### config.mk
export PLATFORM = sky130hd
export DESIGN_NAME = mem_narrow_port_arbiter
export DESIGN_NICKNAME = d
export VERILOG_FILES = /design/src/rtl/mem_narrow_port_arbiter.sv
export SDC_FILE = /design/constraint.sdc
export NUM_CORES = 1
export LEC_CHECK = 0
export CAP_MARGIN = 20
export CELL_PAD_IN_SITES_DETAIL_PLACEMENT = 0
export CELL_PAD_IN_SITES_GLOBAL_PLACEMENT = 1
export CORE_AREA = 2 2 263 265
export DETAILED_ROUTE_END_ITERATION = 8
export DIE_AREA = 0 0 265 267
export GPL_ROUTABILITY_DRIVEN = 0
export HOLD_SLACK_MARGIN = 0.08
export PLACE_DENSITY_LB_ADDON = 0.1
export RECOVER_POWER = 50
export SYNTH_ARGS = -nofsm -noshare
export SYNTH_HDL_FRONTEND = slang
export SYNTH_SLANG_ARGS = --single-unit
### constraint.sdc
create_clock -name clk_i -period 4 [get_ports clk_i]
set_clock_uncertainty 0.05 [all_clocks]
set_input_delay 0.6 -clock clk_i [delete_from_list [all_inputs] [get_ports clk_i]]
set_output_delay 0.6 -clock clk_i [all_outputs]
set_load 0.1 [all_outputs]
### src/rtl/mem_narrow_port_arbiter.sv
// Round-robin arbiter sharing one narrow memory port among NumReq requesters.
// Responses are routed back in issue order through an outstanding-ID FIFO.
module mem_narrow_port_arbiter #(
  parameter int NumReq         = 4,
  parameter int AddrWidth      = 32,
  parameter int DataWidth      = 64,
  parameter int MaxOutstanding = 4,
  parameter int IdxW           = $clog2(NumReq)
) (
  input  logic                            clk_i,
  input  logic                            rst_i,
  input  logic [NumReq-1:0]               req_valid_i,
  output logic [NumReq-1:0]               req_gnt_o,
  input  logic [NumReq*AddrWidth-1:0]     req_addr_i,
  input  logic [NumReq-1:0]               req_we_i,
  input  logic [NumReq*DataWidth-1:0]     req_wdata_i,
  input  logic [NumReq*DataWidth/8-1:0]   req_strb_i,
  output logic [NumReq-1:0]               rsp_valid_o,
  output logic [DataWidth-1:0]            rsp_rdata_o,
  output logic                            mem_req_o,
  input  logic                            mem_gnt_i,
  output logic [AddrWidth-1:0]            mem_addr_o,
  output logic                            mem_we_o,
  output logic [DataWidth-1:0]            mem_wdata_o,
  output logic [DataWidth/8-1:0]          mem_strb_o,
  input  logic                            mem_rvalid_i,
  input  logic [DataWidth-1:0]            mem_rdata_i,
  output logic                            busy_o,
  output logic                            err_o
);

  localparam int StrbW = DataWidth / 8;
  localparam int CntW  = $clog2(MaxOutstanding + 1);
  localparam int PtrW  = (MaxOutstanding > 1) ? $clog2(MaxOutstanding) : 1;

  logic [IdxW-1:0] rr_q, rr_d;
  logic            lock_q, lock_d;
  logic [IdxW-1:0] lock_idx_q, lock_idx_d;
  logic [IdxW-1:0] fifo_q [MaxOutstanding];
  logic [IdxW-1:0] fifo_d [MaxOutstanding];
  logic [PtrW-1:0] wptr_q, wptr_d;
  logic [PtrW-1:0] rptr_q, rptr_d;
  logic [CntW-1:0] cnt_q, cnt_d;
  logic            err_q, err_d;

  int              cand;
  logic            win_valid;
  logic [IdxW-1:0] win_idx;
  logic            lock_viol;
  logic            issue_ok;
  logic            mem_req;
  logic            hs;
  logic            pop;
  logic            empty_err;
  logic [IdxW-1:0] head;

  always_comb begin
    cand      = 0;
    win_valid = 1'b0;
    win_idx   = '0;
    if (lock_q && req_valid_i[lock_idx_q]) begin
      win_valid = 1'b1;
      win_idx   = lock_idx_q;
    end else begin
      for (int i = 0; i < NumReq; i++) begin
        cand = (int'(rr_q) + i) % NumReq;
        if (!win_valid && req_valid_i[cand]) begin
          win_valid = 1'b1;
          win_idx   = IdxW'(cand);
        end
      end
    end
  end

  // Issue is gated on the registered count only; a same-cycle pop gives no credit.
  assign lock_viol = lock_q & ~req_valid_i[lock_idx_q];
  assign issue_ok  = cnt_q < CntW'(MaxOutstanding);
  assign mem_req   = win_valid & issue_ok;
  assign hs        = mem_req & mem_gnt_i;
  assign pop       = mem_rvalid_i & (cnt_q != '0);
  assign empty_err = mem_rvalid_i & (cnt_q == '0);
  assign head      = fifo_q[rptr_q];

  always_comb begin
    rr_d       = rr_q;
    lock_d     = lock_q;
    lock_idx_d = lock_idx_q;
    fifo_d     = fifo_q;
    wptr_d     = wptr_q;
    rptr_d     = rptr_q;
    cnt_d      = cnt_q;
    err_d      = err_q | lock_viol | empty_err;
    if (lock_viol) begin
      lock_d = 1'b0;
    end
    if (hs) begin
      fifo_d[wptr_q] = win_idx;
      wptr_d = (wptr_q == PtrW'(MaxOutstanding - 1)) ? '0 : wptr_q + PtrW'(1);
      rr_d   = IdxW'((int'(win_idx) + 1) % NumReq);
      lock_d = 1'b0;
    end else if (mem_req) begin
      lock_d     = 1'b1;
      lock_idx_d = win_idx;
    end
    if (pop) begin
      rptr_d = (rptr_q == PtrW'(MaxOutstanding - 1)) ? '0 : rptr_q + PtrW'(1);
    end
    unique case ({hs, pop})
      2'b10:   cnt_d = cnt_q + CntW'(1);
      2'b01:   cnt_d = cnt_q - CntW'(1);
      default: cnt_d = cnt_q;
    endcase
  end

  always_ff @(posedge clk_i or posedge rst_i) begin
    if (rst_i) begin
      rr_q       <= '0;
      lock_q     <= 1'b0;
      lock_idx_q <= '0;
      for (int i = 0; i < MaxOutstanding; i++) fifo_q[i] <= '0;
      wptr_q     <= '0;
      rptr_q     <= '0;
      cnt_q      <= '0;
      err_q      <= 1'b0;
    end else begin
      rr_q       <= rr_d;
      lock_q     <= lock_d;
      lock_idx_q <= lock_idx_d;
      fifo_q     <= fifo_d;
      wptr_q     <= wptr_d;
      rptr_q     <= rptr_d;
      cnt_q      <= cnt_d;
      err_q      <= err_d;
    end
  end

  // Every output is forced low while reset is held, independent of inputs.
  always_comb begin
    req_gnt_o   = '0;
    rsp_valid_o = '0;
    for (int k = 0; k < NumReq; k++) begin
      req_gnt_o[k]   = hs  && (win_idx == IdxW'(k));
      rsp_valid_o[k] = pop && (head == IdxW'(k));
    end
    if (rst_i) begin
      req_gnt_o   = '0;
      rsp_valid_o = '0;
    end
  end

  always_comb begin
    mem_addr_o  = '0;
    mem_we_o    = 1'b0;
    mem_wdata_o = '0;
    mem_strb_o  = '0;
    if (win_valid && !rst_i) begin
      mem_addr_o  = req_addr_i[win_idx*AddrWidth +: AddrWidth];
      mem_we_o    = req_we_i[win_idx];
      mem_wdata_o = req_wdata_i[win_idx*DataWidth +: DataWidth];
      mem_strb_o  = req_strb_i[win_idx*StrbW +: StrbW];
    end
  end

  assign mem_req_o   = mem_req & ~rst_i;
  assign rsp_rdata_o = rst_i ? '0 : mem_rdata_i;
  assign busy_o      = (cnt_q != '0) & ~rst_i;
  assign err_o       = err_q & ~rst_i;

endmodule

* Word level (Yosys, flattened, before mapping)
Cells that the tools add are included.
** Operators by class
- $add $sub $neg :: 8
- Multiply operators :: 0
- Div/mod/pow operators :: 0
- Order comparisons :: 10
- Eq/ne operators :: 10
- Shift-type cells :: 3
- Mux-type cells :: 47
- Bitwise logic cells :: 18
- Reduce and logical (&&, ||, !) cells :: 28
** Operators with widths (count)
- 256-bit by 9-bit indexed part select with 64-bit output :: 1
- 64-bit two-way mux :: 2
- 128-bit by 8-bit indexed part select with 32-bit output :: 1
- 32-bit two-way mux :: 1
- 32-bit by 6-bit indexed part select with 8-bit output :: 1
- 1-bit two-way mux :: 21
- 2-bit two-way mux :: 10
- 2-bit equality test, second input constant :: 7
- 1-bit logical AND :: 14
- 1-bit binary-select mux with 2-bit select :: 6
- 3-bit by 4-bit < comparator with 1-bit output, second input constant :: 3
- 2-bit by 3-bit < comparator with 1-bit output, second input constant :: 3
- 2-bit by 1-bit adder with 2-bit output, second input constant :: 4
- 1-bit AND :: 8
- 8-bit bitwise mux :: 1
- 4-bit two-way mux :: 2
- 8-bit two-way mux :: 1
- 2-bit by 1-bit equality test with 1-bit output, second input constant :: 3
- 3-bit >= comparator, second input constant :: 2
- 2-bit inverter with 3-bit output :: 2
- 3-bit one-hot mux with 2 select lines :: 1
- 3-bit nonzero test :: 2
- 2-bit OR reduction :: 3
- 2-bit adder, second input constant :: 2
- other kinds (14) :: 23
** Storage, ports and cells
- Register bits :: 21
- Latch bits :: 0
- Bits in writable memories :: 0
- Bits in read-only memories :: 0
- Output and inout bits :: 180
- Memories kept :: 0

* Logic depth before layout (Yosys ltp)
- Depth after elaboration :: 21
- Mapped depth :: 9
- Gate-level depth less buffers :: 9

* Worst setup path after synthesis
Ideal clock, no wire load.
- Path type :: reg-to-output
- Start point :: reg rptr_q[0]
- End point :: out rsp_valid_o[2]
- Data arrival time :: 4090 ps
- Data required time :: 3350 ps
- Setup slack :: -740 ps
- Stages on the path, launching flop included :: 3
- Buffers on the path :: 0
- Path through :: dfrtp_1 mux4_2 nor4b_1
** On the way
- Word-level cells in the longest chain between the ends :: 7
** Ends and longest elaborated chain
- start: declaration :: line 42 : logic [PtrW-1:0] rptr_q, rptr_d;
- start signal: assignment :: line 131 : rptr_q <= rptr_d;
- 2-bit inverter with 3-bit output (implied by the code) :: line 82 : assign head = fifo_q[rptr_q];
- 2-bit binary-select mux with 2-bit select :: line 82
- 2-bit two-way mux (implied by the code) (2 in series) :: line 82
- 2-bit equality test :: line 143 : rsp_valid_o[k] = pop && (head == IdxW'(k));
- 1-bit logical AND :: line 143
- 4-bit two-way mux :: line 145 : if (rst_i) begin
- end: declaration :: line 18 : output logic [NumReq-1:0] rsp_valid_o,
No other way between the ends. The select of a mux whose other input is x is not followed.

* Worst setup path in the final report
- Start point :: in req_valid_i[1]
- End point :: out mem_wdata_o[32]
** On the way
- Word-level cells in the longest chain between the ends :: 18
- Elaborated cells on any way between the ends :: 36
** Ends and longest elaborated chain
- start: declaration :: line 12 : input logic [NumReq-1:0] req_valid_i,
- 1-bit binary-select mux with 2-bit select :: line 67 : if (!win_valid && req_valid_i[cand]) begin
- 1-bit two-way mux (implied by the code) :: line 67
- 1-bit two-way mux :: line 67
- 1-bit two-way mux :: line 61 : if (lock_q && req_valid_i[lock_idx_q]) begin
- 1-bit logical NOT :: line 67
- 1-bit logical AND :: line 67
- 1-bit two-way mux :: line 67
- 1-bit two-way mux :: line 61
- [... 2 more ...]
- 1-bit two-way mux :: line 67
- 1-bit two-way mux :: line 61
- 1-bit logical NOT :: line 67
- 1-bit logical AND :: line 67
- 2-bit two-way mux / 1-bit two-way mux (equally long branches) :: line 67
- 2-bit two-way mux / 1-bit two-way mux (equally long branches) :: line 61
- 256-bit by 9-bit indexed part select with 64-bit output / 1-bit logical AND (equally long branches) :: line 159, 156
- 64-bit two-way mux (*) :: line 156 : if (win_valid && !rst_i) begin
- end: declaration :: line 24 : output logic [DataWidth-1:0] mem_wdata_o,
Every way passes the cells marked *; elsewhere a longest branch is shown, timed or not. The select of a mux whose other input is x is not followed.

==> results.cfg <==
[clock_network]
post_cts_resized = 0
cts_buffer_depth = 2
root_buffer = clkbuf_16
cts_tree = built
path_clk_slew_ps = 60
postCtsSetupRepairBufs = 0
numCtsBuffers = 3
clock_latency_ps = 260
htree_levels = 1
cts.sinks = 21
cts_hold_buf = 0

[sta]
period_share = 0.9788
finalSetupViolCount = 0
maxSlewViolCount = 0
hold_viol = 0
fmax_mhz = 255.4
maxSlewHeadroom = 0.1295
tightest_slew_ps = 1306
setup_tns_ps = 0
rsz0062_at_grt = no
fin_crit_ps = 3915

[floorplanning]
start_util = 0.1629
io_pins = 672
fp.dieW_um = 265
rows = 96
die_y_um = 267
dieArea_mm2 = 0.07076
core_mm2 = 0.06799

[cells_and_area]
area_growth_pct = 78.13
drive_above_1_share = 0.09962
num-fill-cells = 7195
nets = 2612
finalNonFillerCells = 2998

[setup_path]
endpoint_kind = output port
cp.required_ps = 3350
path_class = in2out
start_kind = input pin
cp_max_fo = 128
arrival_ps = 3270

[power_and_ir_drop]
p_leak_nw = 7.541
power_density_mw_per_mm2 = 860.7
vdd_ir_drop_max_mv = 0.7725

[synth]
synth_edf_count = 0
synth_cell_types = 44
syn_area_mm2 = 0.01107
yosys.area.top_type = a311o_1
yosys-top-cells-area = a311o_1 19%, o311a_1 19%, nand2b_1 12%
yosys_most_used_dff = dfrtp_1
synth_top_area_share = 0.1899
syn_area_per_cell_um2 = 6.924
ys_ff_latch = 21
yosysSeqAreaShare = 0.04746
synthArstFlopShare = 1.000
yosys_warnings = 0
synth_nets = 2102
synth_cells = 1599

[global_route]
grt_pass1_wl_um = 99970
grt_usage = 0.1804
grt-ovfl-total = 0
grt_pass1_vias = 14650
grt_start_max_net_pins = 243
grt_antenna_before_repair = 15

[placed_design]
io_buffers = 671
placed_cells = 2986
dp_hpwl_um = 50330

[status]
status = completed

[routing]
via_per_inst = 5.129
drt_iter0_markers = 1168
antenna_left = 0
drc = 0
totalWireLength_um = 68960
vias = 15380
wl_per_cell_um = 23.00
first_pass_iters = 7

[run]
drv_cap = 0

[min_path]
hold_class = reg2reg
==> flip-flops by register name, indices dropped and copies added, names as in the netlist <==
signal and flops:
fifo_q 8, rr_q 2, rptr_q 2, cnt_q 3, lock_idx_q 2, wptr_q 2
lock_q 1, err_q 1
==> worst max-delay path: stages <==
cell             delay (ps)
clkdlybuf4s50_1         590
clkbuf_1                270
nor2_4                  130
buf_12                  250
o311a_1                 420
a311o_1                 380
a22o_1                  290
buf_12                  170
==> metal layers <==
| layer | wire [um] | vias to the layer above | GRT usage | part of all wire |
|---|---|---|---|---|
| li1 | - | 7343 | - | - |
| met1 | 29910 | 7518 | 0.2297 | 0.43 |
| met2 | 34470 | 462 | 0.3230 | 0.50 |
| met3 | 3876 | 41 | 0.03358 | 0.056 |
| met4 | 634 | 12 | 0.02168 | 0.0092 |
| met5 | 69 | - | 0 | 0.0010 |
==> path summary, 6_finish.rpt <==
check / from / end / slack [ps] / cells after the start
setup / recovery: req_valid_i[1] / mem_wdata_o[32] / 80 / 8
hold / removal: err_q$_DFF_PP0_ / err_q$_DFF_PP0_ / 440 / 1
setup reg to reg: lock_idx_q[0]$_DFFE_PP0P_ / rr_q[1]$_DFFE_PP0P_ / 1480 / 7
hold reg to reg: err_q$_DFF_PP0_ / err_q$_DFF_PP0_ / 440 / 1
max in group asynchronous: rst_i / lock_idx_q[0]$_DFFE_PP0P_ / 1780 / 3
min in group asynchronous: rst_i / cnt_q[0]$_DFFE_PP0P_ / 1490 / 3
==> synthesized netlist by cell type (8+ instances only) <==
| cell type | count |
|---|---|
| a21oi_1 | 213 |
| a22o_1 | 105 |
| a311o_1 | 210 |
| buf_2 | 69 |
| buf_4 | 8 |
| clkbuf_1 | 155 |
| dfrtp_1 | 21 |
| ha_1 | 10 |
| inv_1 | 12 |
| mux2_2 | 9 |
| nand2_1 | 229 |
| nand2b_1 | 217 |
| nor2_1 | 10 |
| nor2b_1 | 66 |
| o21ai_0 | 10 |
| o311a_1 | 210 |
==> placed cells by master, fill, tap and decap left out, types with 2 or more instances in the layout <==
| cell type | count |
|---|---|
| o21ai_0 | 10 |
| ha_1 | 10 |
| nor4_1 | 2 |
| dfrtp_1 | 20 |
| a21oi_1 | 211 |
| clkbuf_1 | 68 |
| diode_2 | 8 |
| buf_12 | 149 |
| clkbuf_16 | 3 |
| a311o_1 | 210 |
| nor2b_1 | 66 |
| nor2_1 | 9 |
| nand2_1 | 229 |
| mux2_2 | 8 |
| o311a_1 | 210 |
| and2_1 | 5 |
| nor4bb_1 | 2 |
| a21oi_4 | 3 |
| nand2b_1 | 217 |
| and3_1 | 3 |
| clkdlybuf4s50_1 | 490 |
| mux4_2 | 2 |
| xor2_1 | 2 |
| nor3_1 | 3 |
| buf_4 | 34 |
| inv_1 | 12 |
| a22o_1 | 105 |
| clkbuf_2 | 3 |
==> per-stage QoR <==
| step | hold WS [ps] | utilization | power [W] | setup WS, ps | cell area, um2 |
|---|---|---|---|---|---|
| detailed placement | 416.5 | 0.2926 | 0.01688 | 161.9 | 19900 |
| floorplan | 389.7 | - | 0.01111 | 627.3 | 11080 |
| global placement | 419.1 | 0.2926 | 0.01679 | 195.0 | 19900 |
| CTS | 437.9 | 0.2938 | 0.01713 | 163.1 | 19980 |
| finish | 439.5 | 0.2901 | 0.01698 | 84.86 | 19720 |
| global route | 458.2 | 0.2900 | 0.01789 | 4.868 | 19720 |
==> logic make-up (layout without fill, tap and decap cells) <==
family,Yosys count,in the layout,synth area share
AOI/OAI and AO/OA,756,756,0.5700
and+or+nand+nor,544,544,0.2546
buffers and inverters,251,760,0.09696
DFF,21,21,0.04746
muxes,13,13,0.01548
adders and majority gates,11,11,0.01311
xor gates and xnor gates,3,3,0.002374
other,0,8,0
==> power by group <==
| part | leakage [nW] | switching, W | internal [W] |
|---|---|---|---|
| clock | 0.0409 | 0.0000833 | 0.000135 |
| sequential | 0.251 | 0.000113 | 0.000318 |
| combinational | 7.25 | 0.00998 | 0.00635 |
| total | 7.54 | 0.0102 | 0.00680 |
==> area by class of cell <==
type / count / area (um2) / area share
multi-input combinational: 1327 / 9532 / 0.4833
timing repair buffer: 744 / 8413 / 0.4266
tap: 882 / 1104 / 0.05595
sequential: 21 / 529.3 / 0.02683
clock buffer: 3 / 75.07 / 0.003806
inverter: 12 / 45.04 / 0.002284
antenna: 8 / 20.02 / 0.001015
clock inverter: 1 / 5.005 / 0.0002538
Note: power is estimated with default switching activity, not from simulation.
==> edit 1: new RTL, config.mk and constraints unchanged <==
Put a register stage on the output `err_o`, cleared by the reset. The value now appears one clock later. The other outputs are not delayed to match.
--- a/src/rtl/mem_narrow_port_arbiter.sv
+++ b/src/rtl/mem_narrow_port_arbiter.sv
@@ -164,7 +164,13 @@
   assign mem_req_o   = mem_req & ~rst_i;
   assign rsp_rdata_o = rst_i ? '0 : mem_rdata_i;
   assign busy_o      = (cnt_q != '0) & ~rst_i;
-  assign err_o       = err_q & ~rst_i;
+  always_ff @(posedge clk_i or posedge rst_i) begin
+    if (rst_i) begin
+      err_o <= '0;
+    end else begin
+      err_o <= err_q & ~rst_i;
+    end
+  end
 
 endmodule
 
Function: changed (a bounded check fails within 4 cycles, from zero or initial values and one cycle with rst_i high).
==> edit 1 against the unedited design <==
- fmax about the same
- non-clock buffer count fell by 18
- power is 36% lower
- cell area shrank 28%
- area after synthesis fell by 55%
- via count decreased by 53%
- routed wire length fell by 38%
- sequential cell count grew 1
- worst setup slack is essentially flat
- critical path type unchanged
==> edit 1: results (changes against the unedited design) <==
status finished clean; synth cell count leaders 212 x mux2i_1, 105 x o22ai_1, 67 x nor2b_1, 31 x clkbuf_1, 24 x nand2_1; Seq cells post-synth 22 (+4.8%); fin nets 1,757 (-33%); Clock buf/inv share 0.527% (+0.12 points); met2 Usage GRT 22.8% (-9.5 points); flop2flop setup slack 1.62 ns (+0.14 ns); hold path depth 2 (+1); Signal buf overhead 56.4% (+14 points); routed via count 7,255 (-53%); vias in the first global route 7,904 (-46%); WHS 0.433 ns (-0.00689 ns); Hold Startpoint fifo_q[2]; fraction of area in multi-input gates 31.0% (-17 points); Finished Cell Area 14,200 sq um (-28%); dpl cells 2,130 (-29%); Async S/R FF share, synth 100% (unchanged); Setup WS pre-CTS -0.173 ns (-0.335 ns); Port-buffer cells 671 (unchanged); largest net degree at the start of global routing 72 (-70%); reg2reg start cnt_q[2]; wire length on met1 14,200 um (-52%); DR WL met2 24,100 um (-30%); wire length on met3 3880 um (about the same); complex-gate fraction of the synthesized area 16.9% (-40 points); Filler Cells Inserted 7,500 (+4.2%); reg2reg end cnt_q[2]; CP Max Fanout 14 (-89%); mean post-synth cell area 8.59 sq um (+24%); R2R depth 9 (+2); P_leak 0.00542 uW (-28%); sequential cell area fraction in the yosys report 11.1% (+6.3 points); Clk pwr share 1.9% (+0.6 points); largest cells by area after synthesis mux2i_1 43%, o22ai_1 13%, dfrtp_1 11%; Worst Tran Pin Value 1.39 ns (+0.0812 ns); final wirelength 42,800 um (-38%); sequential cell power 420 uW (-2%); critical path's largest stage delay 0.44 ns (-0.15 ns); TritonRoute pass-1 iters 4 (-3); met1 usage 10.5% (-12 points); register area 551 sq um (+4.0%); maximum vdd drop 0.520 mV (-33%); # diodes 6 (-2); wire length of the first global-routing pass 57,000 um (-43%); M3 GR Usage 3.84% (+0.48 points); sequential power share 3.9% (+1.4 points); initial antenna violation count 11 (-4); multi-input gates 487 (-63%); Non-clk bufs 726 (-2.4%); adder-cell area share of the yosys netlist 2.92% (+1.6 points); syn nets 1,081 (-49%); Logic inverters 14 (+2); Yosys cell types 40 (-9.1%); hold worst-path end fifo_q[2]; layout cells sized above 1 22.6% (+13 points); mux cell area share after synthesis 44.2% (+43 points)
-- edit 1: cell count changes in the layout (fill, tap and decap cells not counted), moves of 67 or more --
cell / change
a21oi_1: -207
a22o_1: -105
a311o_1: -210
mux2i_1: +203
nand2_1: -206
nand2b_1: -214
o22ai_2: +67
o311a_1: -210
-- edit 1: worst max path at each step --
stage / from / to / slack (ns) / depth (start not counted)
after floorplan: req_valid_i[2] / mem_addr_o[13] / -0.21 / 9
after global placement: req_valid_i[0] / mem_wdata_o[40] / -0.21 / 10
after detailed placement: req_valid_i[0] / mem_wdata_o[40] / -0.17 / 10
after CTS: req_valid_i[0] / mem_wdata_o[30] / 0.007 / 10
after global routing: req_valid_i[1] / mem_wdata_o[34] / -0.02 / 11
final: req_valid_i[0] / mem_strb_o[5] / 0.08 / 10
-- edit 1: what timing repair did --
item | in CTS | in global routing
setup endpoints to repair | 8 | 44
pin swaps | 1 | 1
buffers inserted | 1 | 0
gates resized for setup | 8 | 8
==> edit 2: new RTL, same flow settings <==
Made on the original files. Change the parameter `NumReq` from 4 to 2.
--- a/src/rtl/mem_narrow_port_arbiter.sv
+++ b/src/rtl/mem_narrow_port_arbiter.sv
@@ -1,7 +1,7 @@
 // Round-robin arbiter sharing one narrow memory port among NumReq requesters.
 // Responses are routed back in issue order through an outstanding-ID FIFO.
 module mem_narrow_port_arbiter #(
-  parameter int NumReq         = 4,
+  parameter int NumReq         = 2,
   parameter int AddrWidth      = 32,
   parameter int DataWidth      = 64,
   parameter int MaxOutstanding = 4,
Ports: changed (7 resized); port bits go from 672 to 456. The function was not compared with the original's and may differ.
==> edit 2 against the unedited design <==
- worst setup slack better by 0.63 ns
- routed wire length down 52%
- area after synthesis down 61%
- sequential share of layout area up 1.4 points
- sequential cell count decreased by 6
- power decreased by 78%
- non-clock buffer count fell by 275
- die area is the same
- cell area shrank 54%
- count of clock-buffer cells in the layout stayed put
- utilization fell by 16 points
- critical path type unchanged
- largest cell class is now non-clock buffers
- highest routed layer unchanged
==> edit 2: results (changes against the unedited design) <==
status finished clean; met2 Usage GRT 15.2% (-17 points); wire length of the first global-routing pass 48,200 um (-52%); dpl hpwl 25,100 um (-50%); reg2reg end cnt_q[2]; Pwr Total 3810 uW (-78%); Top Registers fifo_q x4, cnt_q x3; crit path DAT 2.64 ns (-0.63 ns); GRT Overall Usage 8.89% (-9.2 points); flop2flop setup slack 1.72 ns (+0.24 ns); vias in the first global route 6,914 (-53%); Finished Cell Area 9150 sq um (-54%); CP max stage cell clkbuf_1; reg2reg start cnt_q[2]; TritonRoute pass-1 iters 4 (-3); Yosys cell types 32 (-27%); synth cell count leaders 213 x a21oi_1, 212 x nand2_1, 105 x o21a_1, 67 x clkbuf_1, 65 x nor2b_1; wire length on met1 14,800 um (-51%); routed via count 6,577 (-57%); Worst Tran Pin Value 1.37 ns (+0.0632 ns); Port-buffer cells 455 (-32%); syn nets 1,042 (-50%); largest net degree at the start of global routing 93 (-62%); fin nets 1,425 (-45%); origin of the worst setup path rst_i; DR WL met2 15,700 um (-55%); critical path's largest stage delay 0.62 ns (+0.03 ns); DR iter-0 viols 235 (-80%); Sw Ratio 67.5% (+7.5 points); M3 GR Usage 2.94% (-0.42 points); initial antenna violation count 4 (-11); wire length on met3 2910 um (-25%); sequential power share 7.9% (+5.4 points); Final Cycle Share 82.2% (-16 points); Setup WS pre-CTS 1.07 ns (+0.911 ns)
==> edit 2: cell count changes after synthesis, sizes merged, moves of 6 or more <==
cell	delta
nand2b	-217
a311o	-210
o311a	-210
a22o	-105
o21a	+105
clkbuf	-88
buf	-60
nand2	-17
o21ai	-9
dfrtp	-6
==> edit 2: cell families (layout without fill, tap and decap cells) <==
family / Yosys count / count (layout) / share of synthesized area (%)
XOR/XNOR: 3 / 3 / 0.615
multiplexers: 13 / 13 / 3.69
buffers and inverters: 99 / 481 / 10.0
flip-flops: 15 / 15 / 8.79
other: 0 / 2 / 0
AND/OR/NAND/NOR: 293 / 293 / 29.9
adder cells (fa/ha/maj): 7 / 7 / 2.23
AO/OA/AOI/OAI: 325 / 325 / 44.7
==> edit 2: worst register-to-register path, delay by kind of cell, from the launching register on <==
kind | cells | cell delay (ns)
AOI/OAI and AO/OA | 1 | 0.67
DFF | 1 | 0.47
adders and majority gates | 2 | 0.42
buffers and inverters | 2 | 0.21
xor gates and xnor gates | 2 | 0.28
and+or+nand+nor | 1 | 0.06
==> edit 2: worst min path at each step <==
| stage | from | endpoint | slack [ns] | cells after the start |
|---|---|---|---|---|
| final | err_q | err_q | 0.43 | 1 |
| after global routing | err_q | err_q | 0.44 | 1 |
| after CTS | err_q | err_q | 0.43 | 1 |
| after detailed placement | err_q | err_q | 0.42 | 1 |
| after global placement | err_q | err_q | 0.42 | 1 |
| after floorplan | err_q | err_q | 0.39 | 1 |
==> edit 2: cell type report <==
cell class / count / area [sq um]
Fill cell: 7973 / 58800
Timing Repair Buffer: 469 / 4080
Multi-Input combinational cell: 641 / 3480
Tap cell: 882 / 1100
Sequential cell: 15 / 375
Clock buffer: 3 / 75.1
Inverter: 8 / 31.3
Clock inverter: 1 / 5.00
Antenna cell: 2 / 5.00
